<file path="src/rtl/l2_store_responder.sv">
// l2_store_responder
// L2-side endpoint for one core's store queue. Accepts plain stores,
// synchronized (store-conditional) stores and flushes, drives the L2 data
// array write/flush port, tracks per-thread load-link reservations and
// returns one tagged response per accepted request.
module l2_store_responder #(
    parameter int NUM_THREADS = 4,
    parameter int IDX_W       = $clog2(NUM_THREADS)
) (
    input  logic               clk,
    input  logic               reset,

    // Store-queue dequeue handshake
    input  logic               sq_dequeue_ready,
    input  logic [31:0]        sq_dequeue_addr,
    input  logic [IDX_W-1:0]   sq_dequeue_idx,
    input  logic [63:0]        sq_dequeue_mask,
    input  logic [511:0]       sq_dequeue_data,
    input  logic               sq_dequeue_synchronized,
    input  logic               sq_dequeue_flush,
    output logic               sq_dequeue_ack,

    // Load-link notification
    input  logic               ll_en,
    input  logic [IDX_W-1:0]   ll_thread_idx,
    input  logic [31:0]        ll_addr,

    // L2 data array port
    output logic               mem_write_en,
    output logic               mem_flush_en,
    output logic [31:0]        mem_addr,
    output logic [63:0]        mem_mask,
    output logic [511:0]       mem_data,
    input  logic               mem_ack,

    // Response back to the store queue
    output logic               storebuf_l2_response_valid,
    output logic [IDX_W-1:0]   storebuf_l2_response_idx,
    output logic               storebuf_l2_sync_success
);

    typedef enum logic [1:0] {
        IDLE    = 2'd0,
        ISSUE   = 2'd1,
        RESPOND = 2'd2
    } state_t;

    localparam int LINE_W = 26;

    // ------------------------------------------------------------------
    // State and registered outputs
    // ------------------------------------------------------------------
    state_t             state_q,     state_d;
    logic               write_en_q,  write_en_d;
    logic               flush_en_q,  flush_en_d;
    logic [31:0]        addr_q,      addr_d;
    logic [63:0]        mask_q,      mask_d;
    logic [511:0]       data_q,      data_d;
    logic               sync_ok_q,   sync_ok_d;
    logic               resp_valid_q, resp_valid_d;
    logic [IDX_W-1:0]   resp_idx_q,  resp_idx_d;
    logic               resp_sync_q, resp_sync_d;

    // Reservation table: one valid bit and one line address per thread
    logic [NUM_THREADS-1:0] resv_valid_q, resv_valid_d;
    logic [LINE_W-1:0]      resv_addr_q [NUM_THREADS];
    logic [LINE_W-1:0]      resv_addr_d [NUM_THREADS];

    // ------------------------------------------------------------------
    // Request decode
    // ------------------------------------------------------------------
    logic [LINE_W-1:0] req_line;
    logic [LINE_W-1:0] ll_line;
    logic              accept;
    logic              resv_hit;
    logic              req_is_write;
    logic              req_sync_fail;
    logic              unused_low_bits;

    assign req_line = sq_dequeue_addr[31:6];
    assign ll_line  = ll_addr[31:6];

    // Byte offset within the line carries no meaning at this level.
    assign unused_low_bits = ^{sq_dequeue_addr[5:0], ll_addr[5:0]};

    // Acceptance only while idle and out of reset; combinational so the
    // store queue can dequeue in the same cycle.
    assign sq_dequeue_ack = sq_dequeue_ready && (state_q == IDLE) && !reset;
    assign accept         = sq_dequeue_ack;

    // Reservation lookup sees the table as it stood before this cycle.
    assign resv_hit      = resv_valid_q[sq_dequeue_idx] &&
                           (resv_addr_q[sq_dequeue_idx] == req_line);
    assign req_is_write  = !sq_dequeue_flush &&
                           (!sq_dequeue_synchronized || resv_hit);
    assign req_sync_fail = !sq_dequeue_flush && sq_dequeue_synchronized &&
                           !resv_hit;

    // Next reservation table: accept-driven clears first, then load-link
    // sets so a same-cycle load-link always wins for its own thread.
    always_comb begin
        resv_valid_d = resv_valid_q;
        for (int t = 0; t < NUM_THREADS; t++) begin
            resv_addr_d[t] = resv_addr_q[t];
        end

        if (accept) begin
            if (req_is_write) begin
                for (int t = 0; t < NUM_THREADS; t++) begin
                    if (resv_addr_q[t] == req_line) begin
                        resv_valid_d[t] = 1'b0;
                    end
                end
            end
            if (req_sync_fail) begin
                resv_valid_d[sq_dequeue_idx] = 1'b0;
            end
        end

        if (ll_en) begin
            resv_valid_d[ll_thread_idx] = 1'b1;
            resv_addr_d[ll_thread_idx]  = ll_line;
        end
    end

    // Next FSM state and the values of every registered output.
    always_comb begin
        state_d      = state_q;
        write_en_d   = write_en_q;
        flush_en_d   = flush_en_q;
        addr_d       = addr_q;
        mask_d       = mask_q;
        data_d       = data_q;
        sync_ok_d    = sync_ok_q;
        resp_idx_d   = resp_idx_q;
        resp_valid_d = 1'b0;
        resp_sync_d  = 1'b0;

        case (state_q)
            IDLE: begin
                if (accept) begin
                    addr_d     = {req_line, 6'b0};
                    mask_d     = sq_dequeue_mask;
                    data_d     = sq_dequeue_data;
                    resp_idx_d = sq_dequeue_idx;
                    sync_ok_d  = sq_dequeue_synchronized && !sq_dequeue_flush &&
                                 resv_hit;
                    if (req_is_write || sq_dequeue_flush) begin
                        state_d    = ISSUE;
                        write_en_d = req_is_write;
                        flush_en_d = sq_dequeue_flush;
                    end else begin
                        // Failed store-conditional: skip the array entirely.
                        state_d      = RESPOND;
                        resp_valid_d = 1'b1;
                        resp_sync_d  = 1'b0;
                    end
                end
            end

            ISSUE: begin
                // Request held stable until the array takes it.
                if (mem_ack) begin
                    state_d      = RESPOND;
                    write_en_d   = 1'b0;
                    flush_en_d   = 1'b0;
                    resp_valid_d = 1'b1;
                    resp_sync_d  = sync_ok_q;
                end
            end

            RESPOND: begin
                state_d = IDLE;
            end

            default: begin
                state_d    = IDLE;
                write_en_d = 1'b0;
                flush_en_d = 1'b0;
            end
        endcase
    end

    // FSM and output registers; reset abandons any request in flight.
    always_ff @(posedge clk or posedge reset) begin
        if (reset) begin
            state_q      <= IDLE;
            write_en_q   <= 1'b0;
            flush_en_q   <= 1'b0;
            addr_q       <= '0;
            mask_q       <= '0;
            data_q       <= '0;
            sync_ok_q    <= 1'b0;
            resp_valid_q <= 1'b0;
            resp_idx_q   <= '0;
            resp_sync_q  <= 1'b0;
        end else begin
            state_q      <= state_d;
            write_en_q   <= write_en_d;
            flush_en_q   <= flush_en_d;
            addr_q       <= addr_d;
            mask_q       <= mask_d;
            data_q       <= data_d;
            sync_ok_q    <= sync_ok_d;
            resp_valid_q <= resp_valid_d;
            resp_idx_q   <= resp_idx_d;
            resp_sync_q  <= resp_sync_d;
        end
    end

    // Reservation valid bits; reset invalidates every reservation.
    always_ff @(posedge clk or posedge reset) begin
        if (reset) begin
            resv_valid_q <= '0;
        end else begin
            resv_valid_q <= resv_valid_d;
        end
    end

    // Reservation addresses are meaningless while invalid, so no reset.
    always_ff @(posedge clk) begin
        for (int t = 0; t < NUM_THREADS; t++) begin
            resv_addr_q[t] <= resv_addr_d[t];
        end
    end

    assign mem_write_en               = write_en_q;
    assign mem_flush_en               = flush_en_q;
    assign mem_addr                   = addr_q;
    assign mem_mask                   = mask_q;
    assign mem_data                   = data_q;
    assign storebuf_l2_response_valid = resp_valid_q;
    assign storebuf_l2_response_idx   = resp_idx_q;
    assign storebuf_l2_sync_success   = resp_sync_q;

endmodule

</file>
<file path="config.mk">
export PLATFORM = sky130hd
export DESIGN_NAME = l2_store_responder
export DESIGN_NICKNAME = d
export VERILOG_FILES = /design/src/rtl/l2_store_responder.sv
export SDC_FILE = /design/constraint.sdc
export NUM_CORES = 2
export LEC_CHECK = 0
export CORE_AREA = 5 5 491 493
export DETAILED_ROUTE_END_ITERATION = 16
export DIE_AREA = 0 0 496 498
export PLACE_DENSITY_LB_ADDON = 0.15
export SYNTH_ARGS = -nofsm -noshare
export SYNTH_HDL_FRONTEND = slang
export SYNTH_SLANG_ARGS = --single-unit
</file>
<file path="constraint.sdc">
create_clock -name clk -period 27.5 [get_ports clk]
set_clock_uncertainty 0.05 [all_clocks]
set_input_delay 5.5 -clock clk [delete_from_list [all_inputs] [get_ports clk]]
set_output_delay 5.5 -clock clk [all_outputs]
set_load 0.01 [all_outputs]
</file>
==> flow_summary.toml <==
[status]
status = "finished, final reports clean"

[clocking]
cts.htree.levels = 3
cts-root-buf = "clkbuf_16"
worstSkewPairLatency_ns = 0.73
hold_buffers = 0
post_cts_buffers = 0
numCtsBuffers = 101
clk_pin_slew_worst_paths_ns = 0.05
cts_sinks = 719
post_cts_resized = 0
cts_tree = "built"
clockBufferDepth = 3

[power]
switching_share_pct = 32.4
power_density_mw_per_mm2 = 82.3
p_seq_share_pct = 36.5
internal_power_uw = 2670
comb_power_share_pct = 28.7
power.switching_uw = 1280
ir_drop_uv = 44.1
p_leak_uw = 0.0212
clockPowerShare_pct = 34.8

[timing]
finalSetupTns_ns = 0
worstMarginPinSlew_ns = 1.19
slew_headroom_pct = 20.5
hold_viol = 0
period_needed_ns = 13.50
setup_violations = 0
finalCritPeriodShare_pct = 49.1
fmax_mhz = 74.1
drv_slew = 0
rsz0062_at_grt = "no"

[global_routing]
antenna_found_initial = 130
gr-total-overflow = 0
grt_max_degree = 112
gr-usage-all-layers_pct = 14.4
first_global_vias = 26700
grt_pass1_wl_microns = 245000

[logic_synthesis]
synth_cell_type_count = 47
syn-cell-area_sq_mm = 0.0285
synthFlopType = "dfrtp_1"
ys_seq_area_share_pct = 65.0
synth_warnings = 0
ys_async_sr_fraction_pct = 85.5
syn_inst = 3000
ys_ff_latch = 719
avgSynthCellArea_sq_um = 9.50
synth-edff-count = 104

[critical_path]
rrSetupSlack_ns = 23.29
r2r_end = "mem_data[143]"
cp.required_ns = 21.95
crit_path_top_delay_cell = "clkdlybuf4s50_1"
reg2reg_from = "state_q[1]"
cp-start-kind = "primary input"
startpoint = "reset"
path_cells = "clkdlybuf4s50_1 > inv_8 > nand3_4 > inv_8 > clkdlybuf4s50_1"
worstPathMaxFanout = 94
cp_data_arrival_time_ns = 7.95
end_kind = "output pin"
reg2reg_depth = 8
path_class = "in -> out"
crit_buf_inv = 4
cpLargestDelayFamily = "buffers and inverters"
crit_path_max_incr_delay_ns = 0.66

[placement]
port_buffers = 1247
hpwlAfterDp_microns = 146000
gp_congestion = 0.864
dp.cells = 7277

[layout]
finalNonFillerCells = 7485
layout_commonest_cell = "nand2_1"
num-fill-cells = 26300
final_nets = 4864
layout_common_cells = "nand2_1, clkdlybuf4s50_1, dfrtp_1"
area_growth_pct = 68.5
drive_gt1_share_pct = 5.00
final_core_util_pct = 20.3

[die]
ioPinCount = 1266
rows = 179
floorplan.die_area_sq_mm = 0.247
core_sq_mm = 0.237
die_w_microns = 496
die_h_microns = 498
start_util_pct = 12.1

[detailed_routing]
firstDrtPassIters = 6
drtAntennaViolNets = 0
drc = 0
drtIter0Drc = 1693
vias = 25700
viasPerCell = 3.43
wl_per_cell_microns = 24.6
routed_wl_microns = 184000

[hold_path]
hp-start = "mem_data[502]"
hold_class = "reg -> reg"
hold_depth = 2
min_to = "mem_data[502]"

[job]
cap_viol_max_count = 0
==> through the flow <==
step	power, uW	cell area, sq um	hold slack, ns	setup WS (ns)
5_1_grt	4180	48000	0.435	13.81
6_report	3950	48000	0.420	14.00
3_3_place_gp	2630	44600	0.410	13.91
2_1_floorplan	1800	28500	0.405	1.85
3_5_place_dp	2630	44600	0.411	13.90
4_1_cts	4080	48000	0.425	13.90
==> final cells by class <==
| cell class | instances | area [sq um] | share of cell area, % |
|---|---|---|---|
| Timing Repair Buffer | 1282 | 12800 | 26.6 |
| Antenna cell | 22 | 55.1 | 0.115 |
| Tap cell | 3167 | 3960 | 8.25 |
| Sequential cell | 719 | 18500 | 38.6 |
| Clock buffer | 151 | 2920 | 6.07 |
| Clock inverter | 35 | 485 | 1.01 |
| Multi-Input combinational cell | 2102 | 9280 | 19.3 |
| Inverter | 7 | 41.3 | 0.0860 |
==> cells in the mapped netlist, drive strengths merged, types with 2 or more instances <==
cell type | count | area share (%)
a2111oi | 2 | 0.061
a21oi | 7 | 0.14
a221oi | 2 | 0.061
a2bb2oi | 2 | 0.061
a32o | 2 | 0.070
and3 | 2 | 0.044
buf | 29 | 0.61
clkbuf | 148 | 1.9
dfrtp | 615 | 54
edfxtp | 104 | 11
inv | 7 | 0.092
mux2 | 3 | 0.13
mux2i | 29 | 1.0
mux4 | 13 | 1.0
nand2 | 1816 | 24
nand2b | 2 | 0.044
nand3 | 4 | 0.070
nand4 | 18 | 0.40
nor2 | 8 | 0.11
nor3 | 17 | 0.30
nor4 | 12 | 0.26
o21ai | 7 | 0.12
o22ai | 4 | 0.088
xnor2 | 84 | 2.6
xor2 | 48 | 1.5
==> registers in the layout, summed over array words and instances, names as in the netlist <==
name	flops
mem_addr	26
mem_data	512
mem_flush_en	1
mem_mask	64
mem_write_en	1
resv_addr_q	104
resv_valid_q	4
state_q	2
storebuf_l2_response_idx	2
storebuf_l2_response_valid	1
storebuf_l2_sync_success	1
sync_ok_q	1
==> layer usage <==
metal / up-vias / track usage (%) / wire (microns)
met5: - / 0 / 595
met1: 12500 / 17.4 / 75700
met3: 312 / 6.27 / 19500
met4: 94 / 3.26 / 3780
li1: 11800 / - / -
met2: 1029 / 23.5 / 84700
==> how the worst max path moves through the flow <==
stage,slack (ns),depth (start not counted),end
final,14.00,5,sq_dequeue_ack
after global routing,13.81,5,sq_dequeue_ack
after CTS,13.90,5,sq_dequeue_ack
after detailed placement,13.90,5,sq_dequeue_ack
after global placement,13.91,5,sq_dequeue_ack
after floorplan,1.85,5,sq_dequeue_ack
==> power by group through the flow <==
stage	Combinational, uW	Sequential [uW]	Clock, uW
floorplan	256	1540	0
global placement	1180	1460	0
detailed placement	1170	1460	0
CTS	1180	1450	1450
global route	1230	1470	1480
finish	1130	1440	1380
==> cell families after synthesis <==
kind of cell    after synthesis  synth area share [%]
buf+inv                     184                  2.65
xor+xnor                    132                  4.06
simple gates               1883                  25.3
mux                          45                  2.18
flops                       719                  65.0
other cells                   1                0.0132
compound gates               36                 0.891
==> tightest hold or removal path, delay by kind of cell, from the launching register on <==
family | cells | cell delay, ns
simple gates | 2 | 0.10
flops | 1 | 0.34
Power figures use the tool's default switching activity.
